## src/rtl/message_byte_loader_if.sv

```systemverilog
// -----------------------------------------------------------------------------
// message_byte_loader_if
//   Groups the byte-stream handshake and the assembled-message outputs of the
//   message byte loader.
//
//   slave  : loader side (consumes bytes and produces the message)
//   master : source/consumer side (drives bytes and acknowledges the message)
//
//   start      one-cycle pulse, begins a new message
//   in_valid   in_data is valid
//   in_data    character byte
//   in_last    final byte of the message (qualified by in_valid)
//   in_ready   loader accepts a byte this cycle
//   message    assembled message, bits [8:1] hold the newest byte
//   msg_valid  message complete and stable
//   msg_ack    consumer has taken the message
//   byte_count bytes accepted into the current message
//   truncated  message ended only because capacity was reached
// -----------------------------------------------------------------------------
interface message_byte_loader_if #(
  parameter int MSG_BYTES = 100,
  parameter int CNT_W     = 7
);
  logic                   start;
  logic                   in_valid;
  logic [7:0]             in_data;
  logic                   in_last;
  logic                   in_ready;
  logic [8*MSG_BYTES:1]   message;
  logic                   msg_valid;
  logic                   msg_ack;
  logic [CNT_W-1:0]       byte_count;
  logic                   truncated;

  modport slave (
    input  start, in_valid, in_data, in_last, msg_ack,
    output in_ready, message, msg_valid, byte_count, truncated
  );

  modport master (
    output start, in_valid, in_data, in_last, msg_ack,
    input  in_ready, message, msg_valid, byte_count, truncated
  );
endinterface

```

## src/rtl/message_byte_loader.sv

```systemverilog
// -----------------------------------------------------------------------------
// message_byte_loader
//   Packs a byte stream into a wide, right-justified message word. Each
//   accepted byte shifts in at the LSB end; unused leading bytes stay zero and
//   the terminator byte is kept in the word.
//
//   Ports:
//     clock    system clock, rising edge
//     reset_n  asynchronous active-low reset
//     bus      message_byte_loader_if.slave (byte handshake + message outputs)
//
//   state | meaning
//   ------+-------------------------------------------------------------
//   IDLE  | waiting for start; message from the last run is still held
//   LOAD  | in_ready high, accepting bytes until terminator/last/capacity
//   DONE  | msg_valid high, message frozen until msg_ack
// -----------------------------------------------------------------------------
module message_byte_loader #(
  parameter int         MSG_BYTES = 100,
  parameter logic [7:0] TERM_CHAR = 8'h0A,
  parameter int         CNT_W     = 7
) (
  input  logic                  clock,
  input  logic                  reset_n,
  message_byte_loader_if.slave  bus
);

  typedef enum logic [1:0] {
    S_IDLE = 2'd0,
    S_LOAD = 2'd1,
    S_DONE = 2'd2
  } state_t;

  state_t                 r_state;
  logic [8*MSG_BYTES:1]   r_message;
  logic [CNT_W-1:0]       r_byte_count;
  logic                   r_in_ready;
  logic                   r_msg_valid;
  logic                   r_truncated;

  logic                   w_accept;
  logic [CNT_W-1:0]       w_count_nxt;
  logic                   w_is_term;
  logic                   w_at_cap;
  logic                   w_end;

  // r_in_ready mirrors state==LOAD, so it doubles as the LOAD qualifier here.
  assign w_accept    = bus.in_valid && r_in_ready;
  assign w_count_nxt = r_byte_count + CNT_W'(1);
  assign w_is_term   = (bus.in_data == TERM_CHAR);
  assign w_at_cap    = (w_count_nxt == CNT_W'(MSG_BYTES));
  assign w_end       = w_is_term || bus.in_last || w_at_cap;

  always_ff @(posedge clock or negedge reset_n) begin
    if (!reset_n) begin
      r_state      <= S_IDLE;
      r_message    <= '0;
      r_byte_count <= '0;
      r_in_ready   <= 1'b0;
      r_msg_valid  <= 1'b0;
      r_truncated  <= 1'b0;
    end else begin
      case (r_state)
        S_IDLE: begin
          if (bus.start) begin
            r_state      <= S_LOAD;
            r_message    <= '0;
            r_byte_count <= '0;
            r_truncated  <= 1'b0;
            r_in_ready   <= 1'b1;
          end
        end

        S_LOAD: begin
          // A restart wins over a same-cycle accept; that byte is dropped.
          if (bus.start) begin
            r_message    <= '0;
            r_byte_count <= '0;
            r_truncated  <= 1'b0;
          end else if (w_accept) begin
            r_message    <= {r_message[8*MSG_BYTES-8:1], bus.in_data};
            r_byte_count <= w_count_nxt;
            if (w_end) begin
              r_state     <= S_DONE;
              r_in_ready  <= 1'b0;
              r_msg_valid <= 1'b1;
              // Only flag truncation when capacity was the sole reason to stop.
              r_truncated <= w_at_cap && !w_is_term && !bus.in_last;
            end
          end
        end

        S_DONE: begin
          // msg_ack wins over start; start alone is ignored here.
          if (bus.msg_ack) begin
            r_state     <= S_IDLE;
            r_msg_valid <= 1'b0;
          end
        end

        default: begin
          r_state     <= S_IDLE;
          r_in_ready  <= 1'b0;
          r_msg_valid <= 1'b0;
        end
      endcase
    end
  end

  assign bus.in_ready   = r_in_ready;
  assign bus.message    = r_message;
  assign bus.msg_valid  = r_msg_valid;
  assign bus.byte_count = r_byte_count;
  assign bus.truncated  = r_truncated;

endmodule

```

## src/flat_wrapper.sv

```systemverilog
// flat-port wrapper written by rule: the top's interface ports become plain ports
module message_byte_loader_flat 
#(
  parameter int         MSG_BYTES = 100,
  parameter logic [7:0] TERM_CHAR = 8'h0A,
  parameter int         CNT_W     = 7
)
  (clock, reset_n, bus_start, bus_in_valid, bus_in_data, bus_in_last, bus_msg_ack, bus_in_ready, bus_message, bus_msg_valid, bus_byte_count, bus_truncated);
  message_byte_loader_if #(.MSG_BYTES(MSG_BYTES), .CNT_W(CNT_W)) bus_i ();
  input  logic clock;
  input  logic reset_n;
  input wire logic [$bits(bus_i.start)-1:0] bus_start;
  input wire logic [$bits(bus_i.in_valid)-1:0] bus_in_valid;
  input wire logic [$bits(bus_i.in_data)-1:0] bus_in_data;
  input wire logic [$bits(bus_i.in_last)-1:0] bus_in_last;
  input wire logic [$bits(bus_i.msg_ack)-1:0] bus_msg_ack;
  output wire logic [$bits(bus_i.in_ready)-1:0] bus_in_ready;
  output wire logic [$bits(bus_i.message)-1:0] bus_message;
  output wire logic [$bits(bus_i.msg_valid)-1:0] bus_msg_valid;
  output wire logic [$bits(bus_i.byte_count)-1:0] bus_byte_count;
  output wire logic [$bits(bus_i.truncated)-1:0] bus_truncated;
  assign bus_i.start = bus_start;
  assign bus_i.in_valid = bus_in_valid;
  assign bus_i.in_data = bus_in_data;
  assign bus_i.in_last = bus_in_last;
  assign bus_i.msg_ack = bus_msg_ack;
  assign bus_in_ready = bus_i.in_ready;
  assign bus_message = bus_i.message;
  assign bus_msg_valid = bus_i.msg_valid;
  assign bus_byte_count = bus_i.byte_count;
  assign bus_truncated = bus_i.truncated;
  message_byte_loader #(.MSG_BYTES(MSG_BYTES), .TERM_CHAR(TERM_CHAR), .CNT_W(CNT_W)) u_core (.clock(clock), .reset_n(reset_n), .bus(bus_i));
endmodule
```

## config.mk

```make
export PLATFORM = sky130hd
export DESIGN_NAME = message_byte_loader_flat
export DESIGN_NICKNAME = d
export VERILOG_FILES = /design/src/rtl/message_byte_loader_if.sv /design/src/rtl/message_byte_loader.sv /design/src/flat_wrapper.sv
export SDC_FILE = /design/constraint.sdc
export NUM_CORES = 1
export LEC_CHECK = 0
export ABC_CLOCK_PERIOD_IN_PS = 1620
export BUFFER_PORTS_ARGS = -buffer_cell sky130_fd_sc_hd__buf_4
export CAP_MARGIN = 5
export CORE_AREA = 10 10 316 318
export DETAILED_ROUTE_END_ITERATION = 8
export DIE_AREA = 0 0 326 328
export GPL_TIMING_DRIVEN = 1
export PLACE_DENSITY = 0.52
export SETUP_SLACK_MARGIN = 0.2
export SYNTH_ARGS = -nofsm -noshare
export SYNTH_HDL_FRONTEND = slang
export SYNTH_SLANG_ARGS = --single-unit
```

## constraint.sdc

```tcl
create_clock -name clock -period 1.62 [get_ports clock]
set_clock_uncertainty 0.05 [all_clocks]
set_input_delay 0.081 -clock clock [delete_from_list [all_inputs] [get_ports clock]]
set_output_delay 0.081 -clock clock [all_outputs]
set_load 0.01 [all_outputs]
```

---- After elaboration in Yosys (flattened, before gate mapping) ----
Cells that the tools add are included.
W data, S select, Z words.
word-level totals
  word-level logic and storage cells ...... 63
  register bits after elaboration ......... 812
  output and inout bits ................... 810
cells by class
  bitwise logic cells ..................... 2
  reduce and logical (&&, ||, !) cells .... 14
  equality and inequality tests ........... 11
  multiplexer cells ....................... 29
  add/sub/neg operators ................... 1
operators with widths
  kind                   number
  $mux W800              3
  $pmux W800 S2          1
  $mux W7                3
  $reduce_and A5 Y1      3
  $pmux W7 S2            1
  $mux W1                12
  $mux W2                5
  $eq A8 B4 Y1 const B   1
  $add A7 B1 Y7 const B  1
  $eq A7 B7 Y1 const B   1
  $ne A2 B2 Y1 const B   3
  $ne A3 B2 Y1 const B   2
  $pmux W1 S3            2
  $pmux W2 S3            1
  $ne A2 B1 Y1 const B   2
  $reduce_and A4 Y1      1
  $logic_and A1 B1 Y1    3
  $reduce_and A3 Y1      1
  $eq A2 B1 Y1 const B   1
  $eq A2 B2 Y1 const B   1
  $logic_not A1 Y1       2
  $logic_not A2 Y1       1
  $logic_or A1 B1 Y1     2
  $not A1 Y1             2
  2 further kinds        2

---- Logic depth before layout (Yosys ltp) ----
Gate-level depths: netlist of run 1.
  depth after elaboration ................. 8
  depth in mapped cells ................... 8
  depth with buffers taken out ............ 5

---- Least setup slack after synthesis of run 1 ----
OpenSTA, ideal clock, no wires.
  path type ............................... reg-to-reg
  start point ............................. register u_core.r_in_ready, in the netlist u_core.bus.in_ready
  end point ............................... register u_core.r_message (netlist bit u_core.bus.message[759])
  path buffers ............................ 4
  path slack .............................. -35 ps
  library setup time ...................... 132 ps
  cell stages (with the launch flop) ...... 9
  data arrival time ....................... 1,472 ps
  period minus slack after synthesis ...... 1,655 ps
  cells stage by stage .................... dfrtp_1 a31oi_1 or2_1 buf_2 buf_2 buf_2 buf_2 nand2_1 o21ai_1
between the ends
  word-level cells in the longest chain between the ends .. 3
ends and longest elaborated chain
  element                             line                       RTL
  start, declared                     message_byte_loader.sv:37  logic r_in_ready;
  start signal, assigned              message_byte_loader.sv:59  r_in_ready <= 1'b0;
  start signal, assigned              message_byte_loader.sv:70  r_in_ready <= 1'b1;
  start signal, assigned              message_byte_loader.sv:85  r_in_ready <= 1'b0;
  $logic_and A1 B1 Y1                 message_byte_loader.sv:48  assign w_accept = bus.in_valid && r_in_ready;
  $ne A3 B2 Y1 (no source line)       -
  $reduce_and A3 Y1 (no source line)  -
  end signal, assigned                message_byte_loader.sv:81  r_message <= {r_message[8*MSG_BYTES-8:1], bus.in_data};
  end, declared                       message_byte_loader.sv:35  logic [8*MSG_BYTES:1] r_message;
Every way passes these cells.
A chain may end at the register's enable or synchronous reset.

---- Worst setup path after layout of run 1 ----
  start point ............................. register u_core.r_state[1]
  end point ............................... register u_core.r_message (netlist bit u_core.bus.message[98])
between the ends
  word-level cells in the longest chain between the ends .. 3
ends and longest elaborated chain
  element                                                line                       RTL
  start, declared                                        message_byte_loader.sv:34  state_t r_state;
  start signal, assigned                                 message_byte_loader.sv:56  r_state <= S_IDLE;
  start signal, assigned                                 message_byte_loader.sv:66  r_state <= S_LOAD;
  start signal, assigned                                 message_byte_loader.sv:84  r_state <= S_DONE;
  $eq A2 B1 Y1 or $logic_not A2 Y1 (tied branches)       message_byte_loader.sv:63  case (r_state)
  $ne A3 B2 Y1 (no source line) (tied with other cells)  -
  $reduce_and A3 Y1 (no source line)                     -
Parallel ways exist; a longest one is shown, timed or not.

==> results of run 1 <==
-- metal layers --
layer  up-vias  part of all wire, %  GRT usage [%]
met5         -                0.012              0
met4         2                  3.0          6.068
met3       152                  7.2          5.708
met2       828                   51          32.56
met1     11304                   39          22.80
li1       9117                    -              -
-- synth_stat cells --
master | n | share of area (%)
clkbuf_1 | 78 | 1.0
a21o_1 | 1 | 0.026
inv_1 | 4 | 0.052
buf_6 | 6 | 0.24
buf_1 | 4 | 0.052
o21ai_0 | 1 | 0.017
or2_1 | 1 | 0.022
o211ai_1 | 1 | 0.026
nor2_1 | 5 | 0.065
a21oi_1 | 5 | 0.087
a211oi_1 | 1 | 0.026
o21a_1 | 1 | 0.026
xor2_1 | 1 | 0.030
or3_1 | 1 | 0.022
nand3_1 | 4 | 0.070
nor4_1 | 1 | 0.022
buf_2 | 32 | 0.56
nor4bb_1 | 1 | 0.035
o32ai_1 | 1 | 0.030
nand4_1 | 2 | 0.044
mux2i_1 | 1 | 0.035
and3_1 | 1 | 0.022
nand2_1 | 48 | 0.63
o21ai_1 | 23 | 0.40
nor3b_4 | 1 | 0.065
and2b_1 | 1 | 0.026
a31oi_1 | 3 | 0.065
o21bai_1 | 1 | 0.026
o22ai_1 | 1 | 0.022
nor2b_1 | 2 | 0.044
dfrtp_1 | 812 | 71
xnor2_1 | 1 | 0.030
a22o_1 | 783 | 24
ha_1 | 1 | 0.044
buf_4 | 61 | 1.6
-- layout make-up --
cell class                      instances  area (µm²)
Multi-Input combinational cell        894        7433
Clock inverter                         21       172.7
Sequential cell                       812       20320
Fill cell                            8591       52320
Timing Repair Buffer                  988        8591
Inverter                                4       15.01
Tap cell                             1254        1569
Antenna cell                            1       2.502
Clock buffer                          131        2630
-- cells by family (layout without fill, tap and decap cells) --
kind of cell / after synthesis / in the layout / synth area share, %
XOR/XNOR: 2 / 2 / 0.06094
AND/OR/NAND/NOR: 68 / 68 / 1.062
buffers and inverters: 185 / 1144 / 3.508
other: 0 / 1 / 0
multiplexers: 1 / 1 / 0.03482
AO/OA/AOI/OAI: 822 / 822 / 24.61
flip-flops: 812 / 812 / 70.68
adder cells (fa/ha/maj): 1 / 1 / 0.04352
-- worst max-delay path, stage by stage, from the launching register on --
cell	delay [ns]
dfrtp_1	0.40
buf_4	0.15
or2_4	0.30
buf_4	0.19
buf_12	0.18
a22o_1	0.28
-- sequential cells by signal, indices dropped and copies added (netlist names) --
register and cells:
u_core.bus.in_ready 1, u_core.r_state 2, u_core.bus.byte_count 7, u_core.bus.msg_valid 1, u_core.bus.message 800, u_core.bus.truncated 1
-- timing repair --
action / 4_1_cts / 5_1_grt
pin swaps: 8 / 2
setup endpoints to repair: 1119 / 1133
endpoints found under the hold margin: 836 / 0
buffers inserted: 2 / 10
gates resized for setup: 7 / 15
hold buffers: 14 / 0
gates cloned: 2 / 12
-- power breakdown --
part           switching [mW]  internal (mW)  total (mW)
logic                   0.873          0.341        1.21
registers             0.00364           20.3        20.3
clock network            8.17           11.5        19.7
total                    9.04           32.1        41.2
-- how the worst max path moves through the flow --
stage,end,slack [ns]
after floorplan,u_core.bus.message[250],0.04
after global placement,u_core.bus.byte_count[4],-0.13
after detailed placement,u_core.bus.message[250],-0.10
after CTS,u_core.bus.message[541],-0.09
after global routing,u_core.bus.message[579],-0.13
final,u_core.bus.message[98],-0.1
==> flow_summary.json, run 1 <==
{
  "outcome": "finished, violations left",
  "violations": "negative setup slack",
  "worstPathArrival_ns": 2.19,
  "drive_gt1_share_pct": 38.95,
  "antenna_found_initial": 2,
  "worstPathMaxFanout": 56,
  "cts-root-buf": "clkbuf_16",
  "synthDistinctLibCells": 35,
  "ant_nets": 0,
  "ys_warn_count": 0,
  "rows": 112,
  "nNetsFinal": 2805,
  "htree_levels": 3,
  "grt_pass1_vias": 22099,
  "synth_area_um2": 28750,
  "io_buffers": 823,
  "stdcell_count": 4105,
  "period_share_pct": 106.1,
  "hold_ws_ns": 0.08172,
  "chipHeight_um": 328,
  "hold_path.class": "input pin to asynchronous set/reset pin",
  "worstSetupEndpointType": "register",
  "grt_pass1_wl_mm": 156.8,
  "setup_viol": 720,
  "ioPinCount": 824,
  "crit_start": "u_core.r_state[1]",
  "dpl.cell_count": 3912,
  "path_class": "register to register",
  "layout_common_cells": "buf_4 (885), dfrtp_1 (811), a22o_1 (783), clkbuf_16 (104), buf_12 (56)",
  "worstMarginPinSlew_ns": 0.5162,
  "reg2reg_to": "u_core.bus.message[98]",
  "first_pass_iters": 5,
  "finalMaxSlewViolations": 0,
  "grt_max_degree": 80,
  "cts_buffers": 90,
  "p_per_area_nw_per_um2": 1011,
  "drv_cap": 0,
  "syn_area_per_cell_um2": 15.20,
  "grt_usage_pct": 19.04,
  "fin_ws_ns": -0.09842,
  "relSlewSlack_pct": 65.47,
  "clockBufferDepth": 3,
  "min_period_ns": 1.718,
  "fp.coreArea_um2": 93050,
  "hold_viol_final": 0,
  "final_common_cell": "buf_4",
  "preCtsSetupSlack_ns": -0.1004,
  "start_kind": "register",
  "synth_fp_nets": 1906,
  "cts.reportedPaths.clkPinSlew_ns": 0.06,
  "clock_sinks": 812,
  "reg2reg_slack_ns": -0.1,
  "synth_seq_cells": 812,
  "fin_area_um2": 40730,
  "drc": 0,
  "rsz0062_at_grt": "yes",
  "synth_seq_area_share_pct": 70.68,
  "final_core_util_pct": 43.78,
  "drt-initial-drc-count": 1728,
  "die_area_um2": 106900,
  "drt-total-wl_mm": 108.6,
  "grt-ovfl-total": 0,
  "worstReg2RegStart": "u_core.r_state[1]",
  "gp_congestion": 0.8719,
  "via_count": 21403,
  "p_leak_nw": 20.97,
  "area_growth_pct": 41.70,
  "finalSetupTns_ns": -25.61,
  "hpwl_mm": 79.04,
  "reg2reg_depth": 5,
  "initial_core_util_pct": 30.90,
  "ir_drop_mv": 0.7185,
  "synth_cells": 1891,
  "placed_area_um2": 37220,
  "insertion_delay_ns": 0.66,
  "cp.required_ns": 2.09,
  "finalPower_mw": 41.18,
  "post_drt_wl_per_cell_um": 26.45,
  "cts_tree": "built",
  "fmax_mhz": 581.9,
  "die_width_um": 326,
  "routed_via_density": 5.214
}
Power figures use the tool's default switching activity.
==> run 2, diff against run 1 <==
--- a/config.mk
+++ b/config.mk
@@ -12,7 +12,7 @@
 export DETAILED_ROUTE_END_ITERATION = 8
 export DIE_AREA = 0 0 326 328
 export GPL_TIMING_DRIVEN = 1
-export PLACE_DENSITY = 0.52
+export PLACE_DENSITY = 0.5
 export SETUP_SLACK_MARGIN = 0.2
 export SYNTH_ARGS = -nofsm -noshare
 export SYNTH_HDL_FRONTEND = slang
==> flow_summary.json, run 2 (same netlist as run 1, synthesis figures left out) <==
{
  "worstPathArrival_ns": 2.13,
  "cts-root-buf": "clkbuf_16",
  "path_class": "register to register",
  "cpMaxStageDelayCell": "dfrtp_1",
  "critPathBufInv": 2,
  "antenna_found_initial": 0,
  "violations": "negative hold slack, negative setup slack",
  "clock_sinks": 812,
  "insertion_delay_ns": 0.65,
  "drc": 0,
  "gp_congestion": 0.8476,
  "cts.reportedPaths.clkPinSlew_ns": 0.06,
  "hold_path.class": "input pin to asynchronous set/reset pin",
  "hold_ws_ns": -0.01305,
  "die_width_um": 326,
  "dpl.cell_count": 3904,
  "cp.required_ns": 2.09,
  "ant_nets": 0,
  "worstPathMaxFanout": 45,
  "drt-initial-drc-count": 1560,
  "reg2reg_slack_ns": -0.04,
  "via_count": 21512,
  "cts_tree": "built",
  "rsz0062_at_grt": "yes",
  "htree_levels": 3,
  "finalPower_mw": 42.74,
  "largest_register_ffs": 800,
  "reg2reg_to": "u_core.bus.message[180]",
  "hpwl_mm": 80.04,
  "grt_usage_pct": 19.57,
  "p_per_area_nw_per_um2": 1032,
  "first_pass_iters": 5,
  "fin_ws_ns": -0.04127,
  "hold_buffers": 13,
  "drt-total-wl_mm": 112.1,
  "drv_cap": 0,
  "worstSetupEndpointType": "register",
  "min_period_ns": 1.661,
  "layout_common_cells": "buf_4 (887), dfrtp_1 (810), a22o_1 (783), clkbuf_16 (109), nand2_1 (48)",
  "start_kind": "register",
  "final-seq-area_um2": 20320,
  "fill_cells": 8473,
  "cts_buffers": 91,
  "worstMarginPinSlew_ns": 0.5507,
  "rows": 112,
  "finalMaxSlewViolations": 0,
  "num_antenna_cells": 0,
  "final_common_cell": "buf_4",
  "hold_viol_final": 9,
  "ir_drop_mv": 0.9867,
  "worstReg2RegStart": "u_core.r_state[1]",
  "io_buffers": 823,
  "grt_pass1_wl_mm": 159.9,
  "clockBufferDepth": 3,
  "path_cells": "or2_4 -> bufbuf_16 -> buf_12 -> a22o_1",
  "routed_via_density": 5.216,
  "grt_max_degree": 88,
  "reg2reg_depth": 4,
  "fp.coreArea_um2": 93050,
  "grt_pass1_vias": 22482,
  "ioPinCount": 824,
  "fmax_mhz": 601.9,
  "die_area_um2": 106900,
  "drive_gt1_share_pct": 39.65,
  "post_drt_wl_per_cell_um": 27.17,
  "setup_viol": 99,
  "multi_input_area_um2": 7428,
  "area_growth_pct": 44.06,
  "critical-path-max-stage-delay_ns": 0.42,
  "p_leak_nw": 21.28,
  "period_share_pct": 102.5,
  "relSlewSlack_pct": 63.28,
  "initial_core_util_pct": 30.90,
  "stdcell_count": 4124,
  "outcome": "finished, violations left",
  "path_delay_family": "buffers and inverters",
  "nNetsFinal": 2819,
  "chipHeight_um": 328,
  "grt-ovfl-total": 0
}
==> run 2: metal layers <==
metal | wire, µm | global-route usage (%) | vias to the layer above | share of wire [%]
met5 | 0 | 0 | - | 0
met3 | 9286 | 6.465 | 150 | 8.3
met2 | 55570 | 32.79 | 823 | 50
met1 | 43740 | 23.34 | 11374 | 39
li1 | - | - | 9165 | -
met4 | 3474 | 6.931 | 0 | 3.1
==> run 2: what timing repair did <==
action	CTS	global route
endpoints found under the hold margin	829	9
gates resized for setup	36	16
setup buffers	15	1
pin swaps	17	7
endpoints found under the setup margin	1034	987
cloned	14	18
==> run 2: worst max-delay path by stage <==
stage          cells past startpoint  slack [ns]           startpoint                       to
4_1_cts                            6       -0.05    u_core.r_state[1]  u_core.bus.message[583]
2_1_floorplan                      6        0.04  u_core.bus.in_ready  u_core.bus.message[250]
3_5_place_dp                       5       -0.08    u_core.r_state[1]  u_core.bus.message[101]
3_3_place_gp                       5       -0.04    u_core.r_state[1]   u_core.bus.message[95]
5_1_grt                            6       -0.09  u_core.bus.in_ready  u_core.bus.message[757]
6_report                           4       -0.04    u_core.r_state[1]  u_core.bus.message[180]
==> run 2: metrics by stage <==
stage / utilization [%] / setup TNS [ns] / worst slack, ns / area [µm²] / hold WS, ns
3_5_place_dp: 39.69 / -5.836 / -0.07735 / 36940 / 0.03837
6_report: 44.51 / -1.345 / -0.04127 / 41410 / -0.01305
2_1_floorplan: - / 0 / 0.03840 / 28850 / -0.2646
5_1_grt: 44.51 / -36.40 / -0.09350 / 41410 / -0.03538
3_3_place_gp: 39.69 / -2.377 / -0.03915 / 36940 / 0.03725
4_1_cts: 43.93 / -4.616 / -0.04817 / 40880 / -0.05936
==> run 2: layout make-up <==
class	count	area share (%)
multi-input combinational	894	17.94
timing repair buffer	1001	21.69
clock inverter	32	1.124
clock buffer	127	6.360
tap	1254	3.789
sequential	812	49.07
inverter	4	0.03625
==> run 2: where the power goes <==
group | total [mW] | switching [mW] | internal, mW
Sequential | 20.3 | 0.00306 | 20.3
Clock | 21.2 | 8.55 | 12.7
Combinational | 1.23 | 0.879 | 0.352
Total | 42.7 | 9.44 | 33.3
==> run 2: worst register-to-register path, stage by stage (launching register included) <==
cell and delay [ns]:
dfrtp_1 0.42, or2_4 0.33, bufbuf_16 0.31, buf_12 0.17, a22o_1 0.28
